`src/rtl/axioma_spm_pkg.sv`:
```
// Shared definitions for the SPM sequencer: SPMCSR layout, FSM encoding and defaults.
package axioma_spm_pkg;

  localparam int unsigned SPMCSR_W       = 8;
  localparam int unsigned SPMIE_BIT      = 7;
  localparam int unsigned RWWSB_BIT      = 6;
  localparam int unsigned RSVD5_BIT      = 5;
  localparam int unsigned RWWSRE_BIT     = 4;
  localparam int unsigned RSVD3_BIT      = 3;
  localparam int unsigned PGWRT_BIT      = 2;
  localparam int unsigned PGERS_BIT      = 1;
  localparam int unsigned SPMEN_BIT      = 0;
  localparam int unsigned ARM_WINDOW_DEF = 4;
  localparam int unsigned Z_PAGE_LSB     = 7;

  typedef enum logic [2:0] {
    ST_IDLE      = 3'd0,
    ST_ARMED     = 3'd1,
    ST_LOAD      = 3'd2,
    ST_ERASE_REQ = 3'd3,
    ST_WRITE_REQ = 3'd4,
    ST_WAIT      = 3'd5,
    ST_DONE      = 3'd6
  } spm_state_e;

  typedef struct packed {
    logic spmie;
    logic rwwsb;
    logic rsvd5;
    logic rwwsre;
    logic rsvd3;
    logic pgwrt;
    logic pgers;
    logic spmen;
  } spmcsr_t;

  // Drops the one-shot command bits once an operation or arming window ends.
  function automatic spmcsr_t clear_op_bits(input spmcsr_t c);
    spmcsr_t r;
    r        = c;
    r.spmen  = 1'b0;
    r.pgers  = 1'b0;
    r.pgwrt  = 1'b0;
    r.rwwsre = 1'b0;
    return r;
  endfunction

endpackage

```
`src/rtl/axioma_spm_ctrl.sv`:
```
// SPM sequencer: owns SPMCSR, arms on SPMEN, and turns the core's SPM strobe
// into buffer-load / erase / page-write pulses toward the flash controller.
module axioma_spm_ctrl
  import axioma_spm_pkg::*;
#(
  parameter int unsigned ARM_WINDOW     = ARM_WINDOW_DEF,
  parameter int unsigned BUSY_RISE_MAX  = 4,
  parameter int unsigned TIMEOUT_CYCLES = 255,
  parameter int unsigned PAGE_BITS      = 6
) (
  input  logic                  clk,
  input  logic                  reset_n,
  input  logic                  spmcsr_wr,
  input  logic [SPMCSR_W-1:0]   spmcsr_wdata,
  output logic [SPMCSR_W-1:0]   spmcsr_rdata,
  input  logic                  spm_exec,
  input  logic [15:0]           spm_z,
  input  logic [15:0]           spm_r1r0,
  output logic                  cpu_stall,
  output logic                  fl_buf_load,
  output logic [15:0]           fl_buf_data,
  output logic [PAGE_BITS-1:0]  fl_page_addr,
  output logic                  fl_erase,
  output logic                  fl_page_write,
  input  logic                  fl_busy,
  output logic                  spm_irq,
  output logic                  spm_error
);

  localparam int unsigned ARM_W  = $clog2(ARM_WINDOW + 1);
  localparam int unsigned RISE_W = $clog2(BUSY_RISE_MAX + 1);
  localparam int unsigned TMO_W  = 8;

  spm_state_e            state_q, state_d;
  spmcsr_t               csr_q, csr_d;
  logic [ARM_W-1:0]      arm_cnt_q, arm_cnt_d;
  logic [RISE_W-1:0]     rise_cnt_q, rise_cnt_d;
  logic [TMO_W-1:0]      tmo_cnt_q, tmo_cnt_d;
  logic                  busy_seen_q, busy_seen_d;
  logic [PAGE_BITS-1:0]  page_d;
  logic [15:0]           data_d;
  logic                  err_d;
  logic                  buf_load_d, erase_d, page_write_d, stall_d;
  logic                  multi_op;

  // Upper Z bits, in-page offset and read-only/reserved write bits carry no state here.
  logic unused_inputs;
  assign unused_inputs = ^{spm_z[15:Z_PAGE_LSB+PAGE_BITS], spm_z[Z_PAGE_LSB-1:0],
                           spmcsr_wdata[RWWSB_BIT], spmcsr_wdata[RSVD5_BIT],
                           spmcsr_wdata[RSVD3_BIT]};

  assign multi_op     = (csr_q.pgers & csr_q.pgwrt) | (csr_q.pgers & csr_q.rwwsre) |
                        (csr_q.pgwrt & csr_q.rwwsre);
  assign spmcsr_rdata = csr_q;
  assign spm_irq      = csr_q.spmie & ~csr_q.spmen;

  // State and registered outputs.
  always_ff @(posedge clk or negedge reset_n) begin : state_reg
    if (!reset_n) begin
      state_q       <= ST_IDLE;
      csr_q         <= '0;
      arm_cnt_q     <= '0;
      rise_cnt_q    <= '0;
      tmo_cnt_q     <= '0;
      busy_seen_q   <= 1'b0;
      fl_page_addr  <= '0;
      fl_buf_data   <= '0;
      spm_error     <= 1'b0;
      fl_buf_load   <= 1'b0;
      fl_erase      <= 1'b0;
      fl_page_write <= 1'b0;
      cpu_stall     <= 1'b0;
    end else begin
      state_q       <= state_d;
      csr_q         <= csr_d;
      arm_cnt_q     <= arm_cnt_d;
      rise_cnt_q    <= rise_cnt_d;
      tmo_cnt_q     <= tmo_cnt_d;
      busy_seen_q   <= busy_seen_d;
      fl_page_addr  <= page_d;
      fl_buf_data   <= data_d;
      spm_error     <= err_d;
      fl_buf_load   <= buf_load_d;
      fl_erase      <= erase_d;
      fl_page_write <= page_write_d;
      cpu_stall     <= stall_d;
    end
  end

  // Next-state and register-update logic.
  always_comb begin : next_state_comb
    state_d     = state_q;
    csr_d       = csr_q;
    arm_cnt_d   = arm_cnt_q;
    rise_cnt_d  = rise_cnt_q;
    tmo_cnt_d   = tmo_cnt_q;
    busy_seen_d = busy_seen_q;
    page_d      = fl_page_addr;
    data_d      = fl_buf_data;
    err_d       = spm_error;

    if (spmcsr_wr) csr_d.spmie = spmcsr_wdata[SPMIE_BIT];

    case (state_q)
      ST_IDLE: begin
        if (spmcsr_wr && spmcsr_wdata[SPMEN_BIT]) begin
          csr_d.rwwsre = spmcsr_wdata[RWWSRE_BIT];
          csr_d.pgwrt  = spmcsr_wdata[PGWRT_BIT];
          csr_d.pgers  = spmcsr_wdata[PGERS_BIT];
          csr_d.spmen  = 1'b1;
          arm_cnt_d    = ARM_W'(ARM_WINDOW);
          err_d        = 1'b0;
          state_d      = ST_ARMED;
        end
      end
      ST_ARMED: begin
        if (arm_cnt_q == '0) begin
          csr_d   = clear_op_bits(csr_d);
          state_d = ST_IDLE;
        end else if (spm_exec) begin
          // A simultaneous SPMCSR write loses to the executing SPM.
          csr_d.spmie = csr_q.spmie;
          arm_cnt_d   = '0;
          page_d      = spm_z[Z_PAGE_LSB +: PAGE_BITS];
          data_d      = spm_r1r0;
          rise_cnt_d  = '0;
          tmo_cnt_d   = '0;
          busy_seen_d = 1'b0;
          if (multi_op) begin
            err_d   = 1'b1;
            state_d = ST_DONE;
          end else if (csr_q.pgers) begin
            csr_d.rwwsb = 1'b1;
            state_d     = ST_ERASE_REQ;
          end else if (csr_q.pgwrt) begin
            csr_d.rwwsb = 1'b1;
            state_d     = ST_WRITE_REQ;
          end else if (csr_q.rwwsre) begin
            if (fl_busy) err_d       = 1'b1;
            else         csr_d.rwwsb = 1'b0;
            state_d = ST_DONE;
          end else begin
            state_d = ST_LOAD;
          end
        end else begin
          arm_cnt_d = arm_cnt_q - ARM_W'(1);
        end
      end
      ST_LOAD:      state_d = ST_DONE;
      ST_ERASE_REQ: state_d = ST_WAIT;
      ST_WRITE_REQ: state_d = ST_WAIT;
      ST_WAIT: begin
        // Busy must rise within the rise window, then fall before the timeout.
        if (fl_busy) begin
          busy_seen_d = 1'b1;
          if (tmo_cnt_q == TMO_W'(TIMEOUT_CYCLES - 1)) begin
            err_d   = 1'b1;
            state_d = ST_DONE;
          end else begin
            tmo_cnt_d = tmo_cnt_q + TMO_W'(1);
          end
        end else if (busy_seen_q) begin
          state_d = ST_DONE;
        end else if (rise_cnt_q == RISE_W'(BUSY_RISE_MAX - 1)) begin
          err_d   = 1'b1;
          state_d = ST_DONE;
        end else begin
          rise_cnt_d = rise_cnt_q + RISE_W'(1);
        end
      end
      ST_DONE: begin
        csr_d   = clear_op_bits(csr_d);
        state_d = ST_IDLE;
      end
      default: state_d = ST_IDLE;
    endcase
  end

  // Pulse and stall outputs follow the state being entered.
  always_comb begin : output_comb
    buf_load_d   = 1'b0;
    erase_d      = 1'b0;
    page_write_d = 1'b0;
    stall_d      = 1'b0;
    buf_load_d   = (state_d == ST_LOAD);
    erase_d      = (state_d == ST_ERASE_REQ);
    page_write_d = (state_d == ST_WRITE_REQ);
    stall_d      = (state_d == ST_ERASE_REQ) || (state_d == ST_WRITE_REQ) ||
                   (state_d == ST_WAIT) || ((state_d == ST_DONE) && (state_q == ST_WAIT));
  end

endmodule

```
`config.mk`:
```
export PLATFORM = sky130hd
export DESIGN_NAME = axioma_spm_ctrl
export DESIGN_NICKNAME = d
export VERILOG_FILES = /design/src/rtl/axioma_spm_pkg.sv /design/src/rtl/axioma_spm_ctrl.sv
export SDC_FILE = /design/constraint.sdc
export NUM_CORES = 1
export LEC_CHECK = 0
export ABC_AREA = 1
export BUFFER_PORTS_ARGS = -buffer_cell sky130_fd_sc_hd__clkbuf_2
export CORE_AREA = 2 2 83 85
export CTS_CLUSTER_DIAMETER = 50
export DETAILED_ROUTE_END_ITERATION = 7
export DIE_AREA = 0 0 85 87
export GPL_ROUTABILITY_DRIVEN = 0
export PLACE_DENSITY_LB_ADDON = 0.25
export SETUP_SLACK_MARGIN = 0.02
export SLEW_MARGIN = 10
export SYNTH_ARGS = -nofsm -noshare
export SYNTH_HDL_FRONTEND = slang
export SYNTH_SLANG_ARGS = --single-unit
export TNS_END_PERCENT = 1
```
`constraint.sdc`:
```
create_clock -name clk -period 3.8 [get_ports clk]
set_input_delay 0.76 -clock clk [delete_from_list [all_inputs] [get_ports clk]]
set_output_delay 0.76 -clock clk [all_outputs]
set_load 0.01 [all_outputs]
```
==> results of run 1 <==
metrics by stage:
stage / area (µm²) / std cells / hold WS [ns] / utilization, %
CTS: 3040 / 458 / 0.482 / 46.3
finish: 3040 / 458 / 0.477 / 46.3
floorplan: 2530 / 310 / 0.453 / -
global route: 3040 / 458 / 0.492 / 46.3
global placement: 2930 / 450 / 0.454 / 44.6
detailed placement: 2930 / 450 / 0.457 / 44.6
routing by layer:
| layer | track usage (%) | vias up |
|---|---|---|
| met1 | 20.7 | 967 |
| met5 | 0 | - |
| li1 | - | 1108 |
| met3 | 3.60 | 10 |
| met2 | 24.1 | 59 |
| met4 | 5.63 | 0 |
Yosys cell counts (all sizes together):
master | instances | area (µm²)
a21boi | 1 | 7.51
nand3 | 17 | 115
nand3b | 1 | 7.51
o211ai | 1 | 7.51
ha | 6 | 75.1
conb | 1 | 3.75
o21bai | 1 | 7.51
o21ai | 18 | 90.1
xor2 | 5 | 43.8
a21oi | 8 | 43.8
dfrtp | 51 | 1280
nand2 | 130 | 505
inv | 25 | 96.3
buf | 7 | 42.5
nand4 | 4 | 25.0
nor2 | 29 | 143
o31ai | 1 | 12.5
o21a | 1 | 7.51
a31oi | 1 | 6.26
mux2i | 1 | 10.0
logic make-up after synthesis:
logic type               count (synthesis)  share of synthesized area, %
AO/OA/AOI/OAI                           32                          7.23
XOR/XNOR                                 5                          1.73
adder cells (fa/ha/maj)                  6                          2.97
buffers and inverters                   32                          5.50
flip-flops                              51                          50.5
multiplexers                             1                         0.396
other                                    1                         0.148
AND/OR/NAND/NOR                        181                          31.5
report_power, final:
| group | internal, mW | switching, mW |
|---|---|---|
| combinational | 0.365 | 0.633 |
| clock | 0.196 | 0.187 |
| sequential | 0.752 | 0.156 |
critical path: cells and delay by family (launching register included):
kind / cells / cell delay (ns)
DFF: 1 / 0.37
and+or+nand+nor: 5 / 0.57
adders and majority gates: 1 / 0.16
AOI/OAI and AO/OA: 1 / 0.04
buffers and inverters: 3 / 0.63
state kept, by name (all words and copies together), names as in the netlist:
name / flops
arm_cnt_q: 3
busy_seen_q: 1
cpu_stall: 1
fl_buf_data: 16
fl_buf_load: 1
fl_erase: 1
fl_page_addr: 6
fl_page_write: 1
rise_cnt_q: 3
spm_error: 1
spmcsr_rdata: 6
state_q: 3
tmo_cnt_q: 8
cell type report:
type,instances,share of cell area (%)
Clock buffer,5,2.26
Clock inverter,3,1.44
Inverter,25,3.17
Multi-Input combinational cell,227,36.7
Sequential cell,51,42.0
Tap cell,80,3.29
Timing Repair Buffer,67,11.2
cell usage in the layout, fill, tap and decap left out, types with 2 or more instances in the layout:
master / Yosys / layout
nand2_1: 125 / 125
inv_2: 4 / 4
a21oi_1: 7 / 7
buf_4: 3 / 2
nand2_2: 4 / 4
dfrtp_1: 51 / 51
nand3_4: 2 / 2
inv_1: 20 / 20
clkbuf_8: 0 / 5
ha_1: 6 / 6
nor2_1: 25 / 25
xor2_1: 5 / 5
o21ai_1: 7 / 7
clkbuf_2: 0 / 65
conb_1: 1 / 2
nand4_1: 4 / 4
o21ai_0: 11 / 11
nor2_4: 2 / 2
nand3_1: 14 / 14
worst max path at each step:
stage | from | to | slack, ns | cells past startpoint
floorplan | fl_busy | fl_buf_load$_DFF_PN0_ | 2.28 | 8
CTS | arm_cnt_q[0]$_DFFE_PN0P_ | spmcsr_rdata[7]$_DFFE_PN0N_ | 1.89 | 10
global placement | spm_exec | spmcsr_rdata[7]$_DFFE_PN0N_ | 1.70 | 8
finish | arm_cnt_q[0]$_DFFE_PN0P_ | spmcsr_rdata[7]$_DFFE_PN0N_ | 1.90 | 10
detailed placement | spm_exec | spmcsr_rdata[7]$_DFFE_PN0N_ | 1.68 | 8
global route | arm_cnt_q[0]$_DFFE_PN0P_ | spmcsr_rdata[7]$_DFFE_PN0N_ | 1.73 | 10
==> flow_summary.ini, run 1 <==
[flow_run]
cap_violations = 0

[synth]
synth-seq-cells = 51
synth.distinct_cells = 32
ys_warn_count = 0
yosysSeqAreaShare_pct = 50.5
synth_area_um2 = 2530
syn_area_per_cell_um2 = 8.18
syn_inst = 309

[cts]
cts_sinks = 51
htreeDepth = 2
clkTransAtPathRegs_ns = 0.09
cts_setup_buffers = 0
clkLatencyLatePin_ns = 0.31
cts_buffers = 5
clk_path_buf_depth = 2
ctsResizeCount = 0
cts_tree = built
clockRootBuffer = clkbuf_8
cts_hold_buf = 0

[power]
power_density_nw_per_um2 = 753
peakVddDrop_v = 0.000284
total_power_mw = 2.29
p_leak_nw = 1.67

[hold_path]
holdPathStages = 2
min_from = fl_buf_data[7]$_DFFE_PN0P_
hold_path.class = reg -> reg
whs_endpoint = fl_buf_data[7]$_DFFE_PN0P_

[grt]
grt.overflow.total = 0
antenna_found_initial = 0
grt_max_degree = 33
grt_usage_pct = 15.3
grt_pass1_wl_um = 9110
first_global_vias = 1993

[detailed_routing]
top_layer = met4
viasPerCell = 4.68
dr_wl_met2_um = 2340
wl_met3_um = 315
postRouteAntennaNets = 0
wl_met1_um = 2540
firstDrtPassIters = 4
vias = 2144
wl_um = 5320
drt_iter0_drc = 80
wl_per_cell_um = 11.6
post-route-drc-count = 0

[setup_path]
cp_common_cell = nand2_1
cp_data_required_time_ns = 4.00
worstSetupPathType = reg -> reg
cp_cell_sequence = inv_1, ha_1, nand2_1, nand2_1, nor2_4, buf_4, inv_2, nand2_1, nor2_1, a21oi_1
crit_path_end_kind = flop
max_stage_delay_ns = 0.37
arrival_ns = 2.09
cpMaxStageDelayCell = dfrtp_1
reg2reg_slack_ns = 1.90
reg2reg_depth = 10
r2r_start = arm_cnt_q[0]$_DFFE_PN0P_
cp-start-kind = flop
r2r-end = spmcsr_rdata[7]$_DFFE_PN0N_
cp_max_fo = 23

[sta]
finalCritPeriodShare_pct = 49.9
finalSetupViolCount = 0
skew_ns = 0.00528
tns_ns = 0
maxSlewViolCount = 0
setup_ws_ns = 1.90
max_clock_freq_mhz = 527
worstMarginPinSlew_ns = 0.814
rsz0062_at_grt = false
max-slew-margin-rel_pct = 45.7
fin_crit_ns = 1.90
hold_viol_final = 0

[floorplanning]
num_io_pins = 81
rows = 30
initial_core_util_pct = 38.5
core_area_um2 = 6570
die_width_um = 85
dieArea_um2 = 7400
dieHeight_um = 87

[final_layout]
seq_area_um2 = 1280
diodes = 0
multi_input_area_um2 = 1110
drive_gt1_share_pct = 24.9
area_delta_synth_final_pct = 20.4
nets = 428
fillCellCount = 677

[placement]
dpl_worst_slack_ns = 1.68
portBuffers = 65
dpl.hpwl_um = 4010

[run_status]
status = finished, final reports clean
Power figures use the tool's default switching activity.
==> run 2: changes to the inputs <==
==> constraint.sdc (replaced) <==
create_clock -name clk -period 1.78 [get_ports clk]
set_input_delay 0.356 -clock clk [delete_from_list [all_inputs] [get_ports clk]]
set_output_delay 0.356 -clock clk [all_outputs]
set_load 0.01 [all_outputs]
==> run 2 against run 1 <==
- wire length is 0.11% lower
- design area increased by 0.49%
- combinational power rose by 110%
- worst hold slack got worse by 0.45 ns
- utilization grew 0.23 points
- final cell count unchanged
- first-iteration DRC count rose by 24%
- fmax is 19% higher
- largest cell class unchanged
- highest routed layer unchanged
==> flow_summary.ini, run 2 (synthesis results as in run 1) <==
[setup_path]
cp_common_cell = nor2_1
worstSetupPathType = reg -> reg
reg2reg_depth = 8
cp_data_required_time_ns = 1.98
reg2reg_slack_ns = 0.18
arrival_ns = 1.80
r2r-end = fl_page_write$_DFF_PN0_
crit_family = simple AND/OR/NAND/NOR gates
crit_path_end_kind = flop
cp_max_fo = 4
r2r_start = rise_cnt_q[0]$_DFFE_PN0P_
cp_cell_sequence = ha_1, ha_1, nor2_1, nand2_1, nand3_1, nor2_1, nand2_1, nor2_1
cp-start-kind = flop
cpMaxStageDelayCell = dfrtp_1
max_stage_delay_ns = 0.41
critical_path_buf_inv_count = 0
critPathLaunch = rise_cnt_q[0]$_DFFE_PN0P_
worst-path-stages = 8

[placement]
portBuffers = 65
dpl.cell_count = 450
dpl_worst_slack_ns = 0.154
dpl.hpwl_um = 3900

[sta]
maxSlewViolCount = 0
finalSetupViolCount = 0
hold_viol_final = 0
rsz0062_at_grt = false
tns_ns = 0
skew_ns = 0.00954
max_clock_freq_mhz = 627
finalCritPeriodShare_pct = 89.7
fin_crit_ns = 1.60
setup_ws_ns = 0.184

[final_layout]
final_common_cell = nand2_1
area_delta_synth_final_pct = 21.0
diodes = 0
nets = 428
top_regs = fl_buf_data x16, tmo_cnt_q x8
top_register = fl_buf_data
drive_gt1_share_pct = 24.9
postLayoutCoreUtil_pct = 46.5
mostFrequentLayoutCells = nand2_1, clkbuf_2, dfrtp_1
fillCellCount = 679
largest_register_ffs = 16
final_cells = 458

[cts]
clockRootBuffer = clkbuf_8
htreeDepth = 2
cts_buffers = 5
cts_hold_buf = 0
cts_tree = built
clkTransAtPathRegs_ns = 0.10
clkLatencyLatePin_ns = 0.31
cts_sinks = 51
clk_path_buf_depth = 2

[run_status]
status = finished, final reports clean

[floorplanning]
num_io_pins = 81
initial_core_util_pct = 38.5
die_width_um = 85
dieHeight_um = 87
rows = 30
core_area_um2 = 6570
dieArea_um2 = 7400

[detailed_routing]
viasPerCell = 4.74
wl_met3_um = 280
wl_um = 5310
drt_iter0_drc = 99
vias = 2172
dr_wl_met2_um = 2400
postRouteAntennaNets = 0
post-route-drc-count = 0
firstDrtPassIters = 4
top_layer = met4
wl_met1_um = 2520
wl_per_cell_um = 11.6

[power]
power_density_nw_per_um2 = 1610
total_power_mw = 4.91
p_leak_nw = 1.68
peakVddDrop_v = 0.000683

[grt]
grt_usage_pct = 15.6
grt.overflow.total = 0
grt_max_degree = 52
antenna_found_initial = 0
first_global_vias = 2104
grt_pass1_wl_um = 9310

[hold_path]
hold_path.class = in -> async

[flow_run]
cap_violations = 0
## run 2: cell counts in the layout (fill, tap and decap cells not counted)
Identical to the previous run, type by type.
## run 2: report_power, final
| part | switching (mW) | internal [mW] |
|---|---|---|
| clock network | 0.397 | 0.419 |
| logic | 1.36 | 0.784 |
| registers | 0.339 | 1.61 |
| total | 2.10 | 2.81 |
## run 2: per-stage QoR
step	instance area, µm²	hold slack [ns]
after floorplan	2530	0.0604
after global placement	2940	0.374
after detailed placement	2940	0.370
after CTS	3050	0.0384
after global routing	3060	0.0440
final	3060	0.0246
## run 2: repair_timing
action                     in CTS  in global routing
resized for setup               0                  2
buffers inserted                0                  0
setup endpoints to repair       0                  1
## run 2: area by class of cell
| class | count | area [µm²] | share of cell area, % |
|---|---|---|---|
| flip-flops and latches | 51 | 1280 | 41.8 |
| clock inverters | 3 | 43.8 | 1.43 |
| inverters | 25 | 98.8 | 3.24 |
| well taps | 80 | 100 | 3.28 |
| clock buffers | 5 | 68.8 | 2.25 |
| repair buffers | 67 | 353 | 11.5 |
| multi-input cells | 227 | 1110 | 36.5 |
## run 2: worst max-delay path by stage
stage                                        endpoint  slack (ns)
final                         fl_page_write$_DFF_PN0_        0.18
after global routing               fl_erase$_DFF_PN0_        0.04
after CTS                 spmcsr_rdata[7]$_DFFE_PN0N_        0.14
after detailed placement  spmcsr_rdata[7]$_DFFE_PN0N_        0.15
after global placement    spmcsr_rdata[7]$_DFFE_PN0N_        0.17
after floorplan                 fl_buf_load$_DFF_PN0_        0.38
## run 2: routing by layer
layer	up-vias	track usage, %
li1	1098	-
met1	1005	20.4
met2	59	25.4
met3	10	3.70
met4	0	5.34
met5	-	0
